## src/rtl/speed_frame_pkg.sv

```systemverilog
`default_nettype none
// ============================================================================
// Module  : speed_frame_pkg
// Purpose : Shared types, frame constants and the BCD step for speed reports.
// Rev     : 1.0
// ============================================================================
package speed_frame_pkg;

  typedef enum logic [1:0] {
    IDLE    = 2'd0,
    CONVERT = 2'd1,
    SEND    = 2'd2
  } state_t;

  localparam int         FRAME_LEN  = 8;
  localparam int         BCD_DIGITS = 5;
  localparam logic [7:0] ASCII_ZERO = 8'h30;
  localparam logic [7:0] ASCII_CR   = 8'h0D;
  localparam logic [7:0] ASCII_LF   = 8'h0A;

  // One double-dabble iteration: add 3 to every digit >= 5, then shift in bit_in.
  function automatic logic [4*BCD_DIGITS-1:0] bcd_step(input logic [4*BCD_DIGITS-1:0] bcd,
                                                       input logic                    bit_in);
    logic [4*BCD_DIGITS-1:0] adj;
    adj = bcd;
    for (int i = 0; i < BCD_DIGITS; i++) begin
      if (adj[4*i +: 4] >= 4'd5) adj[4*i +: 4] = adj[4*i +: 4] + 4'd3;
    end
    return {adj[4*BCD_DIGITS-2:0], bit_in};
  endfunction

endpackage
`default_nettype wire

```

## src/rtl/bin2bcd_seq.sv

```systemverilog
`default_nettype none
// ============================================================================
// Module  : bin2bcd_seq
// Purpose : Iterative binary to 5-digit BCD converter, one bit per cycle.
// Rev     : 1.0
// ============================================================================
module bin2bcd_seq
  import speed_frame_pkg::*;
#(
  parameter int WIDTH = 14
) (
  input  logic             clk,
  input  logic             reset,
  input  logic             start,
  input  logic [WIDTH-1:0] bin,
  output logic             busy,
  output logic [19:0]      bcd,
  output logic             valid
);

  localparam int CW = (WIDTH > 1) ? $clog2(WIDTH) : 1;
  localparam logic [CW-1:0] C_CNT_INIT = CW'(WIDTH - 1);
  localparam logic [CW-1:0] C_CNT_ONE  = CW'(1);

  logic [WIDTH-1:0] r_shift;
  logic [19:0]      r_bcd;
  logic [CW-1:0]    r_cnt;
  logic             r_busy;
  logic             r_valid;

  // The MSB is absorbed on the load edge, so a conversion spans WIDTH edges in total.
  always_ff @(posedge clk or posedge reset) begin
    if (reset) begin
      r_shift <= '0;
      r_bcd   <= '0;
      r_cnt   <= '0;
      r_busy  <= 1'b0;
      r_valid <= 1'b0;
    end else begin
      r_valid <= 1'b0;
      if (r_busy) begin
        r_bcd   <= bcd_step(r_bcd, r_shift[WIDTH-1]);
        r_shift <= r_shift << 1;
        r_cnt   <= r_cnt - C_CNT_ONE;
        if (r_cnt == C_CNT_ONE) begin
          r_busy  <= 1'b0;
          r_valid <= 1'b1;
        end
      end else if (start) begin
        r_bcd   <= {19'd0, bin[WIDTH-1]};
        r_shift <= bin << 1;
        r_cnt   <= C_CNT_INIT;
        if (WIDTH == 1) r_valid <= 1'b1;
        else            r_busy  <= 1'b1;
      end
    end
  end

  assign busy  = r_busy;
  assign bcd   = r_bcd;
  assign valid = r_valid;

endmodule
`default_nettype wire

```

## src/rtl/speed_frame_packer.sv

```systemverilog
`default_nettype none
// ============================================================================
// Module  : speed_frame_packer
// Purpose : Formats each speed sample as "Sddddd\r\n" and pushes it to the TX FIFO.
// Rev     : 1.0
// ============================================================================
module speed_frame_packer
  import speed_frame_pkg::*;
#(
  parameter int         WIDTH_SPEED = 14,
  parameter int         DATA_SIZE   = 8,
  parameter logic [7:0] HEADER      = 8'h53
) (
  input  logic                   clk,
  input  logic                   reset,
  input  logic                   done,
  input  logic [WIDTH_SPEED-1:0] speed,
  input  logic                   full,
  output logic                   write,
  output logic [DATA_SIZE-1:0]   data,
  output logic                   busy,
  output logic                   frame_sent,
  output logic [7:0]             drop_cnt
);

  if (WIDTH_SPEED < 1 || WIDTH_SPEED > 16) begin : g_bad_width
    $error("speed_frame_packer: WIDTH_SPEED must be 1..16");
  end
  if (DATA_SIZE != 8) begin : g_bad_data_size
    $error("speed_frame_packer: DATA_SIZE must be 8");
  end

  state_t           r_state;
  logic [2:0]       r_idx;
  logic [7:0]       r_drop;
  logic             w_start;
  logic             w_conv_busy;
  logic             w_conv_valid;
  logic [19:0]      w_bcd;
  logic             w_write;
  logic [DATA_SIZE-1:0] w_byte;

  assign w_start = (r_state == IDLE) && done && !w_conv_busy;

  bin2bcd_seq #(
    .WIDTH (WIDTH_SPEED)
  ) u_bin2bcd (
    .clk   (clk),
    .reset (reset),
    .start (w_start),
    .bin   (speed),
    .busy  (w_conv_busy),
    .bcd   (w_bcd),
    .valid (w_conv_valid)
  );

  always_ff @(posedge clk or posedge reset) begin
    if (reset) begin
      r_state <= IDLE;
      r_idx   <= 3'd0;
      r_drop  <= 8'd0;
    end else begin
      if (done && (r_state != IDLE) && (r_drop != 8'hFF)) r_drop <= r_drop + 8'd1;
      case (r_state)
        IDLE: begin
          r_idx <= 3'd0;
          if (w_start) r_state <= CONVERT;
        end
        CONVERT: if (w_conv_valid) r_state <= SEND;
        SEND: begin
          if (w_write) begin
            r_idx <= r_idx + 3'd1;
            if (r_idx == 3'(FRAME_LEN - 1)) r_state <= IDLE;
          end
        end
        default: r_state <= IDLE;
      endcase
    end
  end

  // Digits are read straight from the converter, which holds its result until the next start.
  always_comb begin
    w_byte = '0;
    case (r_idx)
      3'd0:    w_byte = HEADER;
      3'd1:    w_byte = ASCII_ZERO | {4'h0, w_bcd[19:16]};
      3'd2:    w_byte = ASCII_ZERO | {4'h0, w_bcd[15:12]};
      3'd3:    w_byte = ASCII_ZERO | {4'h0, w_bcd[11:8]};
      3'd4:    w_byte = ASCII_ZERO | {4'h0, w_bcd[7:4]};
      3'd5:    w_byte = ASCII_ZERO | {4'h0, w_bcd[3:0]};
      3'd6:    w_byte = ASCII_CR;
      default: w_byte = ASCII_LF;
    endcase
  end

  assign w_write    = (r_state == SEND) && !full;
  assign write      = w_write;
  assign data       = (r_state == SEND) ? w_byte : '0;
  assign busy       = (r_state != IDLE);
  assign frame_sent = w_write && (r_idx == 3'(FRAME_LEN - 1));
  assign drop_cnt   = r_drop;

endmodule
`default_nettype wire
```

## config.mk

```make
export PLATFORM = sky130hd
export DESIGN_NAME = speed_frame_packer
export DESIGN_NICKNAME = d
export VERILOG_FILES = /design/src/rtl/speed_frame_pkg.sv /design/src/rtl/bin2bcd_seq.sv /design/src/rtl/speed_frame_packer.sv
export SDC_FILE = /design/constraint.sdc
export NUM_CORES = 1
export LEC_CHECK = 0
export BUFFER_PORTS_ARGS = -buffer_cell sky130_fd_sc_hd__clkbuf_2
export CORE_MARGIN = 5
export CORE_UTILIZATION = 30
export DETAILED_ROUTE_END_ITERATION = 6
export HOLD_SLACK_MARGIN = 0.1
export PLACE_DENSITY = 0.45
export RECOVER_POWER = 100
export SYNTH_ARGS = -nofsm -noshare
export SYNTH_HDL_FRONTEND = slang
export SYNTH_SLANG_ARGS = --single-unit
```

## constraint.sdc

```tcl
create_clock -name clk -period 2.16 [get_ports clk]
set_clock_uncertainty 0.2 [all_clocks]
set_input_delay 0.108 -clock clk [delete_from_list [all_inputs] [get_ports clk]]
set_output_delay 0.108 -clock clk [all_outputs]
set_load 0.01 [all_outputs]
```

==> summary.md, run 1 <==
| Metric | Value |
|---|---|
| CTS max path bufs | `2` |
| Bufs and invs on worst path | `3` |
| Relative slew slack | `0.510` |
| Nets | `411` |
| Post-Syn Nets | `355` |
| Finished Layout Cells | `508` |
| Largest net degree at the start of global routing | `36` |
| Fmax | `468 MHz` |
| Clock tree sinks | `52` |
| Area occupied by registers | `1300 um^2` |
| Worst Path Required | `1850 ps` |
| Clock transition at path regs | `90 ps` |
| Post-synth EDFFs | `0` |
| Layout cells sized above 1 | `0.165` |
| CP Class | `reg -> out` |
| Final period utilization | `0.990` |
| Antenna Cells | `0` |
| Routed Wire Length | `6.89 mm` |
| RSZ-0062 raised after global routing | `true` |
| Register area share after synthesis | `0.431` |
| Pre-Repair DR Iteration Count | `4` |
| Flop pwr share | `0.414` |
| Sequence of cells on the critical path | `buf_6 > ha_4 > buf_6 > nor4_4 > a21oi_1 > a21oi_1 > buf_2` |
| Slew @ Worst Pin | `734 ps` |
| Crit-path max FO | `6` |
| FF+latch count, synth | `52` |
| Initial antenna violation count | `0` |
| DR iter-0 viols | `112` |
| # IOs | `37` |
| Detailed-route via count | `2,462` |
| RePlAce Congestion | `0.756` |
| Port Buffers | `35` |
| Slowest-stage cell, CP | `dfrtp_2` |
| Clock insertion delay at the later pin of the skew report | `310 ps` |
| Worst Hold Class | `in -> async` |
| Sw Share | `0.425` |
| Row Count | `36` |
| DRC viols | `0` |
| Hold slack | `224 ps` |
| Setup TNS | `0 ps` |
| Clock share of power | `0.132` |
| Wirelength per Cell | `13.6 um` |
| Worst setup EP type | `output port` |
| Number of global-route vias before repair | `2,342` |
| Cell Area, Synth | `3020 um^2` |
| R2R setup slack | `160 ps` |
| Arrival @ worst endpoint | `1830 ps` |
| Async SR Flop Fraction | `1.00` |
| Peak supply drop | `0.350 mV` |
| Placed cell count | `479` |
| HPWL Detailed | `4.84 mm` |
| Area of the core | `9820 um^2` |
| Chip width | `110 um` |
| Cells after synthesis | `318` |
| H-tree depth | `2` |
| Critical path's largest stage delay | `450 ps` |
| P_int | `2.55 mW` |
| Comb pwr share | `0.455` |
| CTS Buf Count | `5` |
| DIE HEIGHT | `110 um` |
| Die footprint | `12,200 um^2` |
| DR vias/cell | `4.85` |
| CP Launch Type | `flip-flop` |
| Starting Density | `0.308` |
| Mean post-synth cell area | `9.50 um^2` |
| Power per cell area | `1200 nW/um^2` |
| Tot Pwr | `4.43 mW` |
| CTS tree | `built` |
| LEAKAGE | `1.62 nW` |
| Grt ovf | `0` |
| Total GRT Usage | `0.119` |
| First-pass GRT wire length | `11.5 mm` |
| P&R area growth vs syn | `22.1%` |
| Final Critical Period | `2140 ps` |
| Max Cap Violations | `0` |
| Cell family with the largest share of critical-path delay | `flip-flops` |
| Clock root buffer | `clkbuf_8` |
| Switching pwr | `1.88 mW` |
| Area of the multi-input gates | `1640 um^2` |
| Antenna-violating nets left | `0` |
| R2R Path Start | `drop_cnt[0]` |
| Final Slew Violations | `0` |
| Unique cell type count in the Yosys netlist | `47` |
| Outcome | `complete, no violations` |
| Layout fillers | `1,054` |
| Setup violators final | `0` |
| Synthesis Warnings | `0` |
| Worst Setup SP | `r_idx[0]` |
| Most common flop cell mapped by yosys | `dfrtp_1` |
| Fin. Hold Viols | `0` |
-- metal layers --
metal / share of wire / global-route usage
met1: 0.50 / 0.164
met2: 0.46 / 0.194
met3: 0.029 / 0.0192
met4: 0.012 / 0.0343
met5: 0 / 0
-- logic make-up after synthesis --
family          Yosys count  share of synthesized area
flops                    52                      0.431
buf+inv                  35                     0.0538
compound gates           84                      0.174
fa+ha+maj                19                     0.0787
simple gates             95                      0.157
xor+xnor                 11                     0.0319
other cells               1                    0.00124
mux                      21                     0.0725
-- timing repair --
item | 4_1_cts | 5_1_grt
cloned | 0 | 0
resized for setup | 7 | 18
setup buffers | 0 | 4
hold buffers | 17 | 0
endpoints found under the setup margin | 4 | 6
pin swaps | 0 | 3
endpoints found under the hold margin | 72 | 0
-- cells in the final DEF (no fill, tap or decap), types with 3 or more instances in the layout --
cell | synthesis | routed
dfrtp_1 | 52 | 50
nand2_1 | 39 | 39
o21ai_0 | 36 | 36
a21oi_1 | 23 | 23
clkbuf_2 | 0 | 22
inv_1 | 20 | 18
dlygate4sd3_1 | 0 | 17
nor2_1 | 15 | 15
ha_1 | 19 | 15
clkbuf_1 | 8 | 15
mux2i_1 | 14 | 14
xnor2_1 | 8 | 8
nand2b_1 | 8 | 8
mux2_2 | 7 | 7
nand3_1 | 7 | 7
nor3_1 | 7 | 7
a22o_1 | 6 | 6
clkbuf_8 | 0 | 6
nor3b_1 | 4 | 4
a31oi_1 | 4 | 4
ha_4 | 0 | 4
buf_4 | 2 | 4
nor2b_1 | 3 | 3
xor2_1 | 3 | 3
-- sequential cells by signal (all words and copies together) (netlist names) --
| register | cells |
|---|---|
| drop_cnt | 8 |
| r_idx | 3 |
| r_state | 2 |
| u_bin2bcd.bcd | 20 |
| u_bin2bcd.busy | 1 |
| u_bin2bcd.r_cnt | 4 |
| u_bin2bcd.r_shift | 13 |
| u_bin2bcd.valid | 1 |
-- synth_stat cells (all sizes together) (2+ instances only) --
cell,number,area share
ha,19,0.079
nand2b,8,0.017
nor2,16,0.022
xnor2,8,0.023
mux2i,14,0.046
o21ai,36,0.060
a2111oi,2,0.012
clkbuf,8,0.0099
a21oi,23,0.038
o31ai,2,0.0050
nand3,8,0.017
nor3b,5,0.014
nor3,7,0.012
nand4,2,0.0041
a22oi,2,0.0050
nor2b,3,0.0062
a31oi,4,0.0083
nand2,39,0.048
buf,6,0.018
nor4,2,0.0041
xor2,3,0.0087
dfrtp,52,0.43
mux2,7,0.026
inv,20,0.025
a22o,6,0.017
-- power groups by stage --
stage	logic (mW)	clock network [mW]	registers, mW
4_1_cts	2.07	0.617	1.85
5_1_grt	2.31	0.647	1.90
3_5_place_dp	2.03	0	1.86
6_report	2.01	0.583	1.83
2_1_floorplan	1.62	0	1.72
3_3_place_gp	2.00	0	1.86
-- per-stage QoR --
stage | instance area, um^2 | worst slack [ps] | util
after global placement | 3350 | 192 | 0.341
after global routing | 3690 | -113 | 0.376
after CTS | 3650 | 12.6 | 0.372
after detailed placement | 3350 | 147 | 0.341
after floorplan | 3020 | 253 | -
final | 3690 | 22.2 | 0.376
-- path summary, 6_finish.rpt --
path,endpoint,depth (start not counted)
hold reg to reg,u_bin2bcd.r_shift[2],2
setup reg to reg,drop_cnt[1],4
setup / recovery,data[3],7
hold / removal,drop_cnt[7],3
max in group asynchronous,u_bin2bcd.bcd[0],4
min in group clk,u_bin2bcd.r_shift[2],2
-- worst reg2reg max path, stage by stage, from the launching register on --
cell and delay (ps):
dfrtp_1 470, ha_1 300, nand4_1 220, o21ai_0 340, mux2_2 370
-- area by class of cell --
class / instances / share of cell area
tap: 133 / 0.0451
sequential: 52 / 0.353
multi-input combinational: 231 / 0.445
timing repair buffer: 63 / 0.110
clock inverter: 2 / 0.00271
inverter: 21 / 0.0214
clock buffer: 6 / 0.0224
Power figures use the tool's default switching activity.
==> run 2, diff against run 1 <==
--- a/config.mk
+++ b/config.mk
@@ -7,11 +7,10 @@
 export LEC_CHECK = 0
 export BUFFER_PORTS_ARGS = -buffer_cell sky130_fd_sc_hd__clkbuf_2
 export CORE_MARGIN = 5
-export CORE_UTILIZATION = 30
+export CORE_UTILIZATION = 50
 export DETAILED_ROUTE_END_ITERATION = 6
 export HOLD_SLACK_MARGIN = 0.1
-export PLACE_DENSITY = 0.45
-export RECOVER_POWER = 100
+export PLACE_DENSITY = 0.68
 export SYNTH_ARGS = -nofsm -noshare
 export SYNTH_HDL_FRONTEND = slang
 export SYNTH_SLANG_ARGS = --single-unit
==> run 2 against run 1 <==
Wire length is 7.0% lower. Via count is 0.32% higher. Die area is 37% lower. Critical path type unchanged. Largest cell class unchanged.
==> summary.md, run 2 (synthesized netlist as in run 1, its figures left out) <==
| Metric | Value |
|---|---|
| CTS max path bufs | `2 (unchanged)` |
| Setup TNS | `0 ps (unchanged)` |
| Clock root buffer | `clkbuf_8` |
| Wirelength per Cell | `14.3 um (+5.2%)` |
| Fin. Hold Viols | `0 (unchanged)` |
| Area of the core | `5890 um^2 (-40%)` |
| Worst Setup SP | `r_idx[1]` |
| RSZ-0062 raised after global routing | `false` |
| DP Area | `3280 um^2 (-2.1%)` |
| CTS tree | `built` |
| Clock transition at path regs | `90 ps (about the same)` |
| Arrival @ worst endpoint | `1770 ps (-60 ps)` |
| Clock share of power | `0.145 (+0.013)` |
| Final Slew Violations | `0 (unchanged)` |
| HPWL Detailed | `4.56 mm (-5.8%)` |
| Starting Density | `0.513 (+0.206)` |
| Peak supply drop | `0.658 mV (+88%)` |
| Final period utilization | `0.960 (-0.0298)` |
| R2R Path Start | `drop_cnt[0]` |
| Pre-Repair DR Iteration Count | `4 (unchanged)` |
| Antenna Cells | `0 (unchanged)` |
| Grt ovf | `0 (unchanged)` |
| Switching pwr | `1.86 mW (-1.1%)` |
| Slew @ Worst Pin | `511 ps (-223 ps)` |
| Commonest non-fill, non-tap cell in the layout | `dfrtp_1` |
| Clock tree sinks | `52 (unchanged)` |
| LEAKAGE | `1.66 nW (+2.8%)` |
| CTS Buf Count | `5 (unchanged)` |
| Layout cells sized above 1 | `0.203 (+0.0379)` |
| Routed Wire Length | `6.41 mm (-7.0%)` |
| Total GRT Usage | `0.179 (+0.0595)` |
| # IOs | `37 (unchanged)` |
| Relative slew slack | `0.654 (+0.144)` |
| Detailed-route via count | `2,470 (+0.32%)` |
| Hold slack | `129 ps (-94.7 ps)` |
| P&R area growth vs syn | `20.7%` |
| Initial antenna violation count | `0 (unchanged)` |
| RePlAce Congestion | `0.831 (+10%)` |
| DR vias/cell | `5.50 (+14%)` |
| Fmax | `482 MHz (+3.1%)` |
| First-pass GRT wire length | `11.0 mm (-4.2%)` |
| Final Critical Period | `2070 ps (-64.3 ps)` |
| Worst setup EP type | `output port` |
| Worst Hold Class | `in -> async` |
| Outcome | `complete, no violations` |
| Clock insertion delay at the later pin of the skew report | `300 ps (about the same)` |
| Sw Share | `0.408 (-0.0162)` |
| Nets | `410 (-0.24%)` |
| Power per cell area | `1250 nW/um^2 (+4.0%)` |
| DR iter-0 viols | `101 (-9.8%)` |
| DIE HEIGHT | `87.7 um (-20%)` |
| Most frequent cells in the layout | `50 x dfrtp_1, 39 x nand2_1, 36 x o21ai_0` |
| Max FFs per register | `20 (unchanged)` |
| Port Buffers | `35 (unchanged)` |
| CP Launch Type | `flip-flop` |
| Row Count | `28 (-22%)` |
| Antenna-violating nets left | `0 (unchanged)` |
| Crit-path max FO | `7 (+1)` |
| DRC viols | `0 (unchanged)` |
| Largest net degree at the start of global routing | `38 (+5.6%)` |
| Number of global-route vias before repair | `2,419 (+3.3%)` |
| Layout fillers | `506 (-52%)` |
| Setup violators final | `0 (unchanged)` |
| P_int | `2.69 mW (+5.7%)` |
| Flop pwr share | `0.402 (-0.012)` |
| Tot Pwr | `4.55 mW (+2.8%)` |
| Die footprint | `7700 um^2 (-37%)` |
| H-tree depth | `2 (unchanged)` |
| CP Class | `reg -> out` |
| Max Cap Violations | `0 (unchanged)` |
| R2R setup slack | `240 ps (+80 ps)` |
| Post-route cell area | `3650 um^2 (-1.2%)` |
| Worst Path Required | `1850 ps (about the same)` |
| Comb pwr share | `0.454 (about the same)` |
| Chip width | `87.7 um (-20%)` |
## run 2: cell count changes in the layout (fill, tap and decap cells not counted), moves of 2 or more
cell      before  now
buf_6          2    0
clkbuf_1      15    1
buf_4          4    9
buf_2          2    0
clkbuf_2      22   35
## run 2: path summary, 6_finish.rpt
check,endpoint,cells after the start
min in group clk,u_bin2bcd.r_shift[6],2
worst max-delay path,data[4],5
worst max register to register,drop_cnt[1],4
worst min-delay path,u_bin2bcd.bcd[11],3
worst min register to register,u_bin2bcd.r_shift[6],2
max in group asynchronous,r_state[1],4
## run 2: stage by stage
stage	setup slack (ps)	util	instances
after floorplan	253	-	318
after global placement	212	0.557	422
after detailed placement	131	0.557	422
after CTS	12.2	0.610	447
after global routing	0.786	0.619	449
final	86.5	0.619	449
## run 2: final cells by class
type	instances	area [um^2]	share of cell area
flip-flops and latches	52	1300	0.358
repair buffers	62	433	0.119
inverters	21	78.8	0.0216
well taps	75	93.8	0.0257
clock buffers	6	72.6	0.0199
clock inverters	2	35.0	0.00961
multi-input cells	231	1630	0.447
## run 2: repair_timing
action,4_1_cts,5_1_grt
gates resized for setup,8,8
cloned,0,0
pin swaps,0,2
hold buffers,17,0
endpoints found under the hold margin,72,0
setup buffers,0,2
setup endpoints to repair,4,5
## run 2: layer usage
metal	global-route usage	vias up	routed length, um
met5	0	-	0
met4	0.0600	0	78
met3	0.0339	9	234
met2	0.300	55	3140
met1	0.232	1187	2960
li1	-	1219	-
## run 2: power by group through the flow
stage	Clock, mW	Sequential [mW]	Combinational (mW)
floorplan	0	1.72	1.62
global route	0.722	1.90	2.34
global placement	0	1.83	1.97
detailed placement	0	1.84	2.03
CTS	0.682	1.82	2.07
finish	0.658	1.83	2.06
## run 2: worst max-delay path: stages (launching register included)
cell and delay (ps):
dfrtp_2 450, ha_1 240, ha_4 210, nor4_1 360, nor2_1 80, clkbuf_2 140
==> run 3, diff against run 2 <==
--- a/config.mk
+++ b/config.mk
@@ -11,6 +11,7 @@
 export DETAILED_ROUTE_END_ITERATION = 6
 export HOLD_SLACK_MARGIN = 0.1
 export PLACE_DENSITY = 0.68
+export RECOVER_POWER = 25
 export SYNTH_ARGS = -nofsm -noshare
 export SYNTH_HDL_FRONTEND = slang
 export SYNTH_SLANG_ARGS = --single-unit
==> constraint.sdc (replaced) <==
create_clock -name clk -period 2.16 [get_ports clk]
set_clock_uncertainty 0.2 [all_clocks]
set_input_delay 0 -clock clk [delete_from_list [all_inputs] [get_ports clk]]
set_output_delay 0 -clock clk [all_outputs]
set_load 0.01 [all_outputs]
==> run 3 against run 2 <==
Utilization down 1.1 points. Hold slack better by 130 ps. Non-clock buffer count down 1. Critical path depth unchanged. Via count about the same. Final area down 1.7%. Critical endpoint is now data[5].
==> summary.md, run 3 (synthesized netlist as in run 1, its figures left out) <==
| Metric | Value |
|---|---|
| Power per cell area | `1270 nW/um^2 (+1.9%)` |
| Antenna-violating nets left | `0 (unchanged)` |
| Detailed-route via count | `2,471 (+0.040%)` |
| Starting Density | `0.513 (unchanged)` |
| Nets | `409 (-0.24%)` |
| Area of the core | `5890 um^2 (unchanged)` |
| Worst Setup SP | `r_idx[0]` |
| Crit-path max FO | `7 (unchanged)` |
| Relative slew slack | `0.513 (-0.141)` |
| Port Buffers | `35 (unchanged)` |
| Initial antenna violation count | `0 (unchanged)` |
| Total GRT Usage | `0.181 (+0.00238)` |
| Final Critical Period | `2090 ps (+12.5 ps)` |
| DRC viols | `0 (unchanged)` |
| RePlAce Congestion | `0.810 (-2.5%)` |
| Clock tree sinks | `52 (unchanged)` |
| Setup violators final | `0 (unchanged)` |
| Wirelength per Cell | `14.5 um (+1.6%)` |
| # IOs | `37 (unchanged)` |
| Tot Pwr | `4.56 mW (+0.16%)` |
| Placed cell count | `422 (unchanged)` |
| HPWL Detailed | `4.46 mm (-2.0%)` |
| Routed Wire Length | `6.50 mm (+1.4%)` |
| Worst Path Required | `1960 ps (+110 ps)` |
| DR vias/cell | `5.52 (+0.26%)` |
| DIE HEIGHT | `87.7 um (unchanged)` |
| Final Slew Violations | `0 (unchanged)` |
| Clock root buffer | `clkbuf_8` |
| Number of global-route vias before repair | `2,440 (+0.87%)` |
| Commonest non-fill, non-tap cell in the layout | `dfrtp_1` |
| H-tree depth | `2 (unchanged)` |
| Max Cap Violations | `0 (unchanged)` |
| Slew @ Worst Pin | `730 ps (+219 ps)` |
| LEAKAGE | `1.62 nW (-2.5%)` |
| Clock insertion delay at the later pin of the skew report | `300 ps (about the same)` |
| Grt met3 use | `0.0339 (unchanged)` |
| Clock transition at path regs | `100 ps (about the same)` |
| P&R area growth vs syn | `18.6%` |
| Outcome | `complete, no violations` |
| Fmax | `479 MHz (-0.60%)` |
| Layout cells sized above 1 | `0.161 (-0.0424)` |
| Row Count | `28 (unchanged)` |
| CTS tree | `built` |
| CP Launch Type | `flip-flop` |
| Worst setup EP type | `output port` |
| Arrival @ worst endpoint | `1890 ps (+120 ps)` |
| Met2 GRT Util | `0.306 (+0.00616)` |
| Chip width | `87.7 um (unchanged)` |
| Largest net degree at the start of global routing | `53 (+39%)` |
| DR iter-0 viols | `122 (+21%)` |
| Critical path's largest stage delay | `450 ps (about the same)` |
| Worst Hold Class | `in -> reg` |
| Peak supply drop | `0.673 mV (+2.3%)` |
| Die footprint | `7700 um^2 (unchanged)` |
| CTS max path bufs | `2 (unchanged)` |
| R2R Path Start | `drop_cnt[0]` |
| Finished Layout Cells | `448 (-0.22%)` |
| Fin. Hold Viols | `0 (unchanged)` |
| Most frequent cells in the layout | `52 x dfrtp_1, 39 x nand2_1, 36 x o21ai_0` |
| Slowest-stage cell, CP | `a2111oi_1` |
| Pre-Repair DR Iteration Count | `4 (unchanged)` |
| Antenna Cells | `0 (unchanged)` |
| Layout fillers | `521 (+3.0%)` |
| Final period utilization | `0.966 (+0.00579)` |
| Met1 Use GR | `0.235 (+0.00347)` |
| CP Class | `reg -> out` |
| Grt ovf | `0 (unchanged)` |
| CTS Buf Count | `5 (unchanged)` |
| Hold_sp | `speed[0]` |
| First-pass GRT wire length | `11.1 mm (+1.3%)` |
| Sequence of cells on the critical path | `ha_1 > ha_2 > a2111oi_1 > nor2_1 > clkbuf_2` |
| RSZ-0062 raised after global routing | `true` |
| Max FFs per register | `20 (unchanged)` |
| Global route hottest layer | `met2` |
run 3: final timing paths:
kind	slack (ps)	cells after the start	endpoint
max	70	5	data[5]
min	260	4	u_bin2bcd.r_shift[1]
max reg2reg	250	4	drop_cnt[1]
min reg2reg	290	2	u_bin2bcd.r_shift[5]
max in group asynchronous	480	5	u_bin2bcd.r_shift[13]
min in group asynchronous	800	5	drop_cnt[5]
run 3: where the power goes:
group          switching, mW  internal (mW)
sequential             0.453           1.37
combinational           1.11          0.960
clock                  0.325          0.345
total                   1.88           2.68
run 3: worst max-delay path: cells and delay by family, from the launching register on:
kind                     cells  cell delay (ps)
AND/OR/NAND/NOR              1               80
flip-flops                   1              430
buffers and inverters        1              140
adder cells (fa/ha/maj)      2              480
AO/OA/AOI/OAI                1              450
run 3: area by class of cell:
cell class                      instances  area, um^2  area share
Sequential cell                        52        1300       0.363
Timing Repair Buffer                   61         418       0.117
Tap cell                               75        93.8      0.0262
Multi-Input combinational cell        231        1580       0.442
Clock buffer                            6        72.6      0.0203
Clock inverter                          2        35.0     0.00978
Inverter                               21        78.8      0.0220
run 3: routing by layer:
metal / wire (um) / vias to the layer above / share of wire
met5: 0 / - / 0
met4: 109 / 0 / 0.017
met3: 234 / 10 / 0.036
met2: 3060 / 55 / 0.47
met1: 3090 / 1193 / 0.48
li1: - / 1213 / -
run 3: repair_timing:
item / CTS / global route
buffers inserted: 0 / 0
endpoints found under the setup margin: 2 / 4
gates resized for setup: 4 / 3
hold buffers: 18 / 0
pin swaps: 0 / 1
hold endpoints to repair: 81 / 0
run 3: stage by stage:
step | instance area [um^2] | worst slack (ps) | setup TNS (ps) | hold WS, ps | util
after floorplan | 3020 | 253 | 0 | -139 | -
after global placement | 3290 | 273 | 0 | -142 | 0.559
after detailed placement | 3290 | 190 | 0 | -145 | 0.559
after CTS | 3600 | 33.4 | 0 | 253 | 0.612
after global routing | 3580 | -21.0 | -21.0 | 277 | 0.609
final | 3580 | 74.0 | 0 | 258 | 0.609
